==> src/rtl/rf_pkg.sv <==
// Shared types and default sizes for the multi-port register file and its clear sequencer.
package rf_pkg;

  typedef enum logic [1:0] {
    RF_IDLE,
    RF_CLEAR,
    RF_DONE
  } rf_state_t;

  localparam int RF_DATA_W = 8;
  localparam int RF_ADDR_W = 4;

endpackage

==> src/rtl/rf_clear_fsm.sv <==
// Clear-sweep sequencer: walks idx over every register once per start pulse, driving a clear
// strobe and address, with busy/done status and the current state exported for observation.
module rf_clear_fsm
  import rf_pkg::*;
#(
  parameter int ADDR_W   = RF_ADDR_W,
  parameter int NUM_REGS = 2 ** ADDR_W
) (
  input  logic              clk,
  input  logic              rst,
  input  logic              start_i,
  output logic              busy_o,
  output logic              done_o,
  output logic              clear_en_o,
  output logic [ADDR_W-1:0] clear_addr_o,
  output rf_state_t         state_o
);

  localparam logic [ADDR_W-1:0] LAST_IDX = ADDR_W'(NUM_REGS - 1);

  rf_state_t         state_q;
  logic [ADDR_W-1:0] idx_q;
  logic              busy_q;
  logic              done_q;

  // Control handshake: start is a one-cycle request honoured only in IDLE; busy stays high for
  // exactly NUM_REGS cycles, then done pulses for one cycle. Requests outside IDLE are dropped.
  always_ff @(posedge clk or posedge rst) begin
    if (rst) begin
      state_q <= RF_IDLE;
      idx_q   <= '0;
      busy_q  <= 1'b0;
      done_q  <= 1'b0;
    end else begin
      case (state_q)
        RF_IDLE: begin
          done_q <= 1'b0;
          if (start_i) begin
            state_q <= RF_CLEAR;
            idx_q   <= '0;
            busy_q  <= 1'b1;
          end
        end
        RF_CLEAR: begin
          if (idx_q == LAST_IDX) begin
            state_q <= RF_DONE;
            idx_q   <= '0;
            busy_q  <= 1'b0;
            done_q  <= 1'b1;
          end else begin
            idx_q <= idx_q + ADDR_W'(1);
          end
        end
        RF_DONE: begin
          state_q <= RF_IDLE;
          done_q  <= 1'b0;
        end
        default: begin
          state_q <= RF_IDLE;
          idx_q   <= '0;
          busy_q  <= 1'b0;
          done_q  <= 1'b0;
        end
      endcase
    end
  end

  assign busy_o       = busy_q;
  assign done_o       = done_q;
  assign clear_en_o   = (state_q == RF_CLEAR);
  assign clear_addr_o = idx_q;
  assign state_o      = state_q;

endmodule

==> src/rtl/reg_file_multi.sv <==
// Parametrised register file with NUM_RD registered read ports, optional write-to-read bypass
// and a sequential clear sweep controlled by rf_clear_fsm.
module reg_file_multi
  import rf_pkg::*;
#(
  parameter int DATA_W   = RF_DATA_W,
  parameter int ADDR_W   = RF_ADDR_W,
  parameter int NUM_REGS = 2 ** ADDR_W,
  parameter int NUM_RD   = 2,
  parameter int BYPASS   = 1
) (
  input  logic                     clk,
  input  logic                     reset,
  input  logic                     start,
  input  logic                     write_en,
  input  logic [ADDR_W-1:0]        wr_addr,
  input  logic [DATA_W-1:0]        wr_data,
  input  logic [NUM_RD*ADDR_W-1:0] rd_addr,
  output logic [NUM_RD*DATA_W-1:0] rd_data,
  output logic                     busy,
  output logic                     done
);

  localparam int              LIMIT_W   = ADDR_W + 1;
  localparam logic [ADDR_W:0] REG_LIMIT = LIMIT_W'(NUM_REGS);

  logic [DATA_W-1:0] regs_q [NUM_REGS];
  rf_state_t         fsm_state;
  logic              clear_en;
  logic [ADDR_W-1:0] clear_addr;
  logic              wr_accept;

  rf_clear_fsm #(
    .ADDR_W  (ADDR_W),
    .NUM_REGS(NUM_REGS)
  ) u_clear_fsm (
    .clk         (clk),
    .rst         (reset),
    .start_i     (start),
    .busy_o      (busy),
    .done_o      (done),
    .clear_en_o  (clear_en),
    .clear_addr_o(clear_addr),
    .state_o     (fsm_state)
  );

  // Only IDLE accepts writes, so the sweep's clear and a write never target the array together.
  assign wr_accept = write_en && (fsm_state == RF_IDLE) && ({1'b0, wr_addr} < REG_LIMIT);

  always_ff @(posedge clk or posedge reset) begin
    if (reset) begin
      for (int i = 0; i < NUM_REGS; i++) begin
        regs_q[i] <= '0;
      end
    end else begin
      if (clear_en) begin
        regs_q[clear_addr] <= '0;
      end
      if (wr_accept) begin
        regs_q[wr_addr] <= wr_data;
      end
    end
  end

  for (genvar k = 0; k < NUM_RD; k++) begin : g_rd
    logic [ADDR_W-1:0] addr;
    logic [DATA_W-1:0] data_d;
    logic [DATA_W-1:0] data_q;

    assign addr = rd_addr[k*ADDR_W +: ADDR_W];

    always_comb begin
      data_d = '0;
      if ({1'b0, addr} < REG_LIMIT) begin
        data_d = regs_q[addr];
      end
      if ((BYPASS != 0) && wr_accept && (addr == wr_addr)) begin
        data_d = wr_data;
      end
    end

    always_ff @(posedge clk or posedge reset) begin
      if (reset) begin
        data_q <= '0;
      end else begin
        data_q <= data_d;
      end
    end

    assign rd_data[k*DATA_W +: DATA_W] = data_q;
  end

endmodule
==> config.mk <==
export PLATFORM = sky130hd
export DESIGN_NAME = reg_file_multi
export DESIGN_NICKNAME = d
export VERILOG_FILES = /design/src/rtl/rf_pkg.sv /design/src/rtl/rf_clear_fsm.sv /design/src/rtl/reg_file_multi.sv
export SDC_FILE = /design/constraint.sdc
export NUM_CORES = 1
export LEC_CHECK = 0
export ABC_AREA = 0
export BUFFER_PORTS_ARGS = -buffer_cell sky130_fd_sc_hd__buf_2
export CAP_MARGIN = 30
export CORE_MARGIN = 8
export CORE_UTILIZATION = 58
export CTS_BUF_LIST = sky130_fd_sc_hd__clkbuf_2
export CTS_CLUSTER_DIAMETER = 50
export DETAILED_ROUTE_END_ITERATION = 8
export PLACE_DENSITY = 0.89
export SLEW_MARGIN = 20
export SYNTH_ARGS = -nofsm -noshare
export SYNTH_HDL_FRONTEND = slang
export SYNTH_SLANG_ARGS = --single-unit
==> constraint.sdc <==
create_clock -name clk -period 4.6 [get_ports clk]
set_input_delay 0.23 -clock clk [delete_from_list [all_inputs] [get_ports clk]]
set_output_delay 0.23 -clock clk [all_outputs]
set_load 0.02 [all_outputs]
==> flow_summary.json <==
{
  "p_leak_nw": 3.95,
  "path_class": "reg -> reg",
  "clk_pin_slew_ns": 0.24,
  "cts_buffer_depth": 2,
  "vdd_ir_drop_max_mv": 0.266,
  "whs_ns": 0.164,
  "syn_avg_cell_area_um2": 11.0,
  "start_util_pct": 59.6,
  "max_clock_freq_mhz": 417,
  "io_buffers": 41,
  "rsz0062_at_grt": "no",
  "crit_buf_inv": 0,
  "tns_ns": 0,
  "dp_cells": 926,
  "worst_path_dominant_cell_family": "simple AND/OR/NAND/NOR gates",
  "fin_nets": 806,
  "powerDensity_nw_per_um2": 520,
  "ios": 42,
  "grtUsageTotal_pct": 26.9,
  "multi_input_area_um2": 4130,
  "drive_above_1_share_pct": 21.4,
  "slowest_delay_ns": 0.89,
  "start_kind": "flip-flop",
  "final_common_cell": "nand2_1",
  "die_h_um": 136,
  "dp_hpwl_um": 16000,
  "cts_buffers": 17,
  "end_kind": "flip-flop",
  "synth_edf_count": 0,
  "drc": 0,
  "setup_viol": 0,
  "worst_slew_margin_rel_pct": 28.5,
  "fp.dieW_um": 136,
  "place_congestion": 0.910,
  "finalClockSkew_ns": 0.0468,
  "async_flop_share_pct": 100,
  "cts_tree": "yes",
  "p_total_mw": 4.61,
  "grt_pass1_vias": 6509,
  "fin_crit_ns": 2.40,
  "viasPerCell": 6.94,
  "crit_chain": "nor4b_1 > nand2_1 > nand2_1 > o21ai_0",
  "min_path_type": "in -> reg",
  "vias": 6747,
  "syn_area_um2": 8300,
  "die-area_um2": 18400,
  "cts_sinks": 152,
  "status": "finished, final reports clean",
  "ant_nets": 0,
  "synth_cells": 758,
  "grt_overflow": 0,
  "placementRows": 43,
  "antenna_found_initial": 1,
  "worstMarginPinSlew_ns": 1.06,
  "period_share_pct": 52.2,
  "synthDistinctLibCells": 31,
  "routed_wl_um": 23700,
  "cap_violations": 0,
  "wl_per_cell_um": 24.4,
  "grt_start_max_net_pins": 83,
  "critPathRequiredTime_ns": 5.20,
  "mostFrequentLayoutCells": "nand2_1, dfrtp_1, o21ai_0, mux4_2, nand3_1",
  "fin_cells": 972,
  "cpMostUsedCell": "nand2_1",
  "grt_first_pass_wirelength_um": 37300,
  "cp_max_fo": 9,
  "synth.yosys.warnings": 0,
  "insertion_delay_ns": 0.75,
  "arrival_ns": 3.00,
  "drt_iter0_drc": 1051,
  "cts_root_buf": "clkbuf_2",
  "fillCellCount": 1051,
  "regArea_um2": 3800,
  "ys_seq_area_share_pct": 45.8,
  "slew_viol_final": 0,
  "firstDrtPassIters": 5,
  "synth-seq-cells": 152,
  "yosys_most_used_dff": "dfrtp_1",
  "cts_resized": 0,
  "slowest_stage": "nor4b_1",
  "fp.coreArea_um2": 13900,
  "hold_viol_final": 0,
  "syn2layout_area_growth_pct": 6.60,
  "syn-num-nets": 786,
  "cts_htree_levels": 4
}
==> through the flow <==
| step | util [%] | setup WS (ns) | instance area (µm²) |
|---|---|---|---|
| 3_3_place_gp | 60.6 | 2.29 | 8440 |
| 3_5_place_dp | 61.0 | 2.25 | 8500 |
| 5_1_grt | 63.5 | 2.11 | 8850 |
| 6_report | 63.5 | 2.20 | 8850 |
| 4_1_cts | 63.5 | 2.36 | 8850 |
| 2_1_floorplan | - | 0.277 | 8300 |
==> logic make-up after synthesis <==
family,count (synthesis),synth area share [%]
buf+inv,71,4.39
mux,129,25.5
fa+ha+maj,4,0.603
flops,152,45.8
xor+xnor,9,0.950
compound gates,136,8.27
simple gates,257,14.5
==> power by group <==
part | internal [mW] | total, mW | switching (mW)
combinational | 0.743 | 1.54 | 0.796
sequential | 1.84 | 2.33 | 0.485
clock | 0.243 | 0.738 | 0.495
total | 2.83 | 4.61 | 1.78
==> path summary, 6_finish.rpt <==
kind / startpoint / slack [ns] / endpoint / depth (start not counted)
min in group asynchronous: reset / 0.58 / regs_q[109] / 4
min: write_en / 0.16 / g_rd[1].data_q[5] / 4
max in group asynchronous: reset / 3.19 / regs_q[63] / 5
max reg2reg: u_clear_fsm.state_o[0] / 2.20 / regs_q[108] / 4
min reg2reg: u_clear_fsm.done_o / 0.51 / u_clear_fsm.done_o / 2
max: u_clear_fsm.state_o[0] / 2.20 / regs_q[108] / 4
==> cells in the mapped netlist (2+ instances only) <==
master / number / area [µm²]
a21o_1: 2 / 15.0
and3b_1: 4 / 35.0
and4b_1: 2 / 20.0
and4bb_2: 7 / 87.6
buf_2: 18 / 90.1
buf_4: 12 / 90.1
buf_6: 4 / 45.0
clkbuf_1: 23 / 86.3
dfrtp_1: 152 / 3800
ha_1: 4 / 50.1
inv_1: 14 / 52.6
mux2_2: 17 / 191
mux2i_1: 48 / 480
mux4_2: 64 / 1440
nand2_1: 167 / 627
nand2_2: 2 / 12.5
nand3_1: 61 / 305
nand4b_1: 3 / 26.3
nor2_1: 2 / 7.51
nor2b_1: 3 / 18.8
nor4_2: 2 / 25.0
o21ai_0: 129 / 646
o21ai_1: 3 / 15.0
xor2_1: 8 / 70.1
==> metal layers <==
layer	part of all wire [%]	vias up	GRT usage (%)
li1	-	2763	-
met1	36	3320	35.3
met2	45	553	39.6
met3	15	111	9.20
met4	4.3	0	12.0
met5	0	-	0
==> registers in the layout, indices dropped and copies added (netlist names) <==
name and count:
u_clear_fsm.busy_o 1, regs_q 128, u_clear_fsm.state_o 2, u_clear_fsm.clear_addr_o 4
u_clear_fsm.done_o 1, g_rd.data_q 16
==> worst register-to-register path: cells and delay by family (launching register included) <==
family	cells	cell delay (ns)
compound gates	1	0.08
flops	1	0.56
simple gates	3	1.62
==> area by class of cell <==
class                           count  area share (%)
Inverter                           14           0.650
Antenna cell                        1          0.0283
Multi-Input combinational cell    535            46.7
Timing Repair Buffer               58            4.58
Tap cell                          180            2.54
Clock buffer                       18            1.02
Sequential cell                   152            43.0
Clock inverter                     14            1.48
==> repair_timing <==
action,4_1_cts,5_1_grt
buffers inserted,0,0
hold buffers,13,0
setup endpoints to repair,0,0
hold endpoints to repair,234,0
Power figures use the tool's default switching activity.
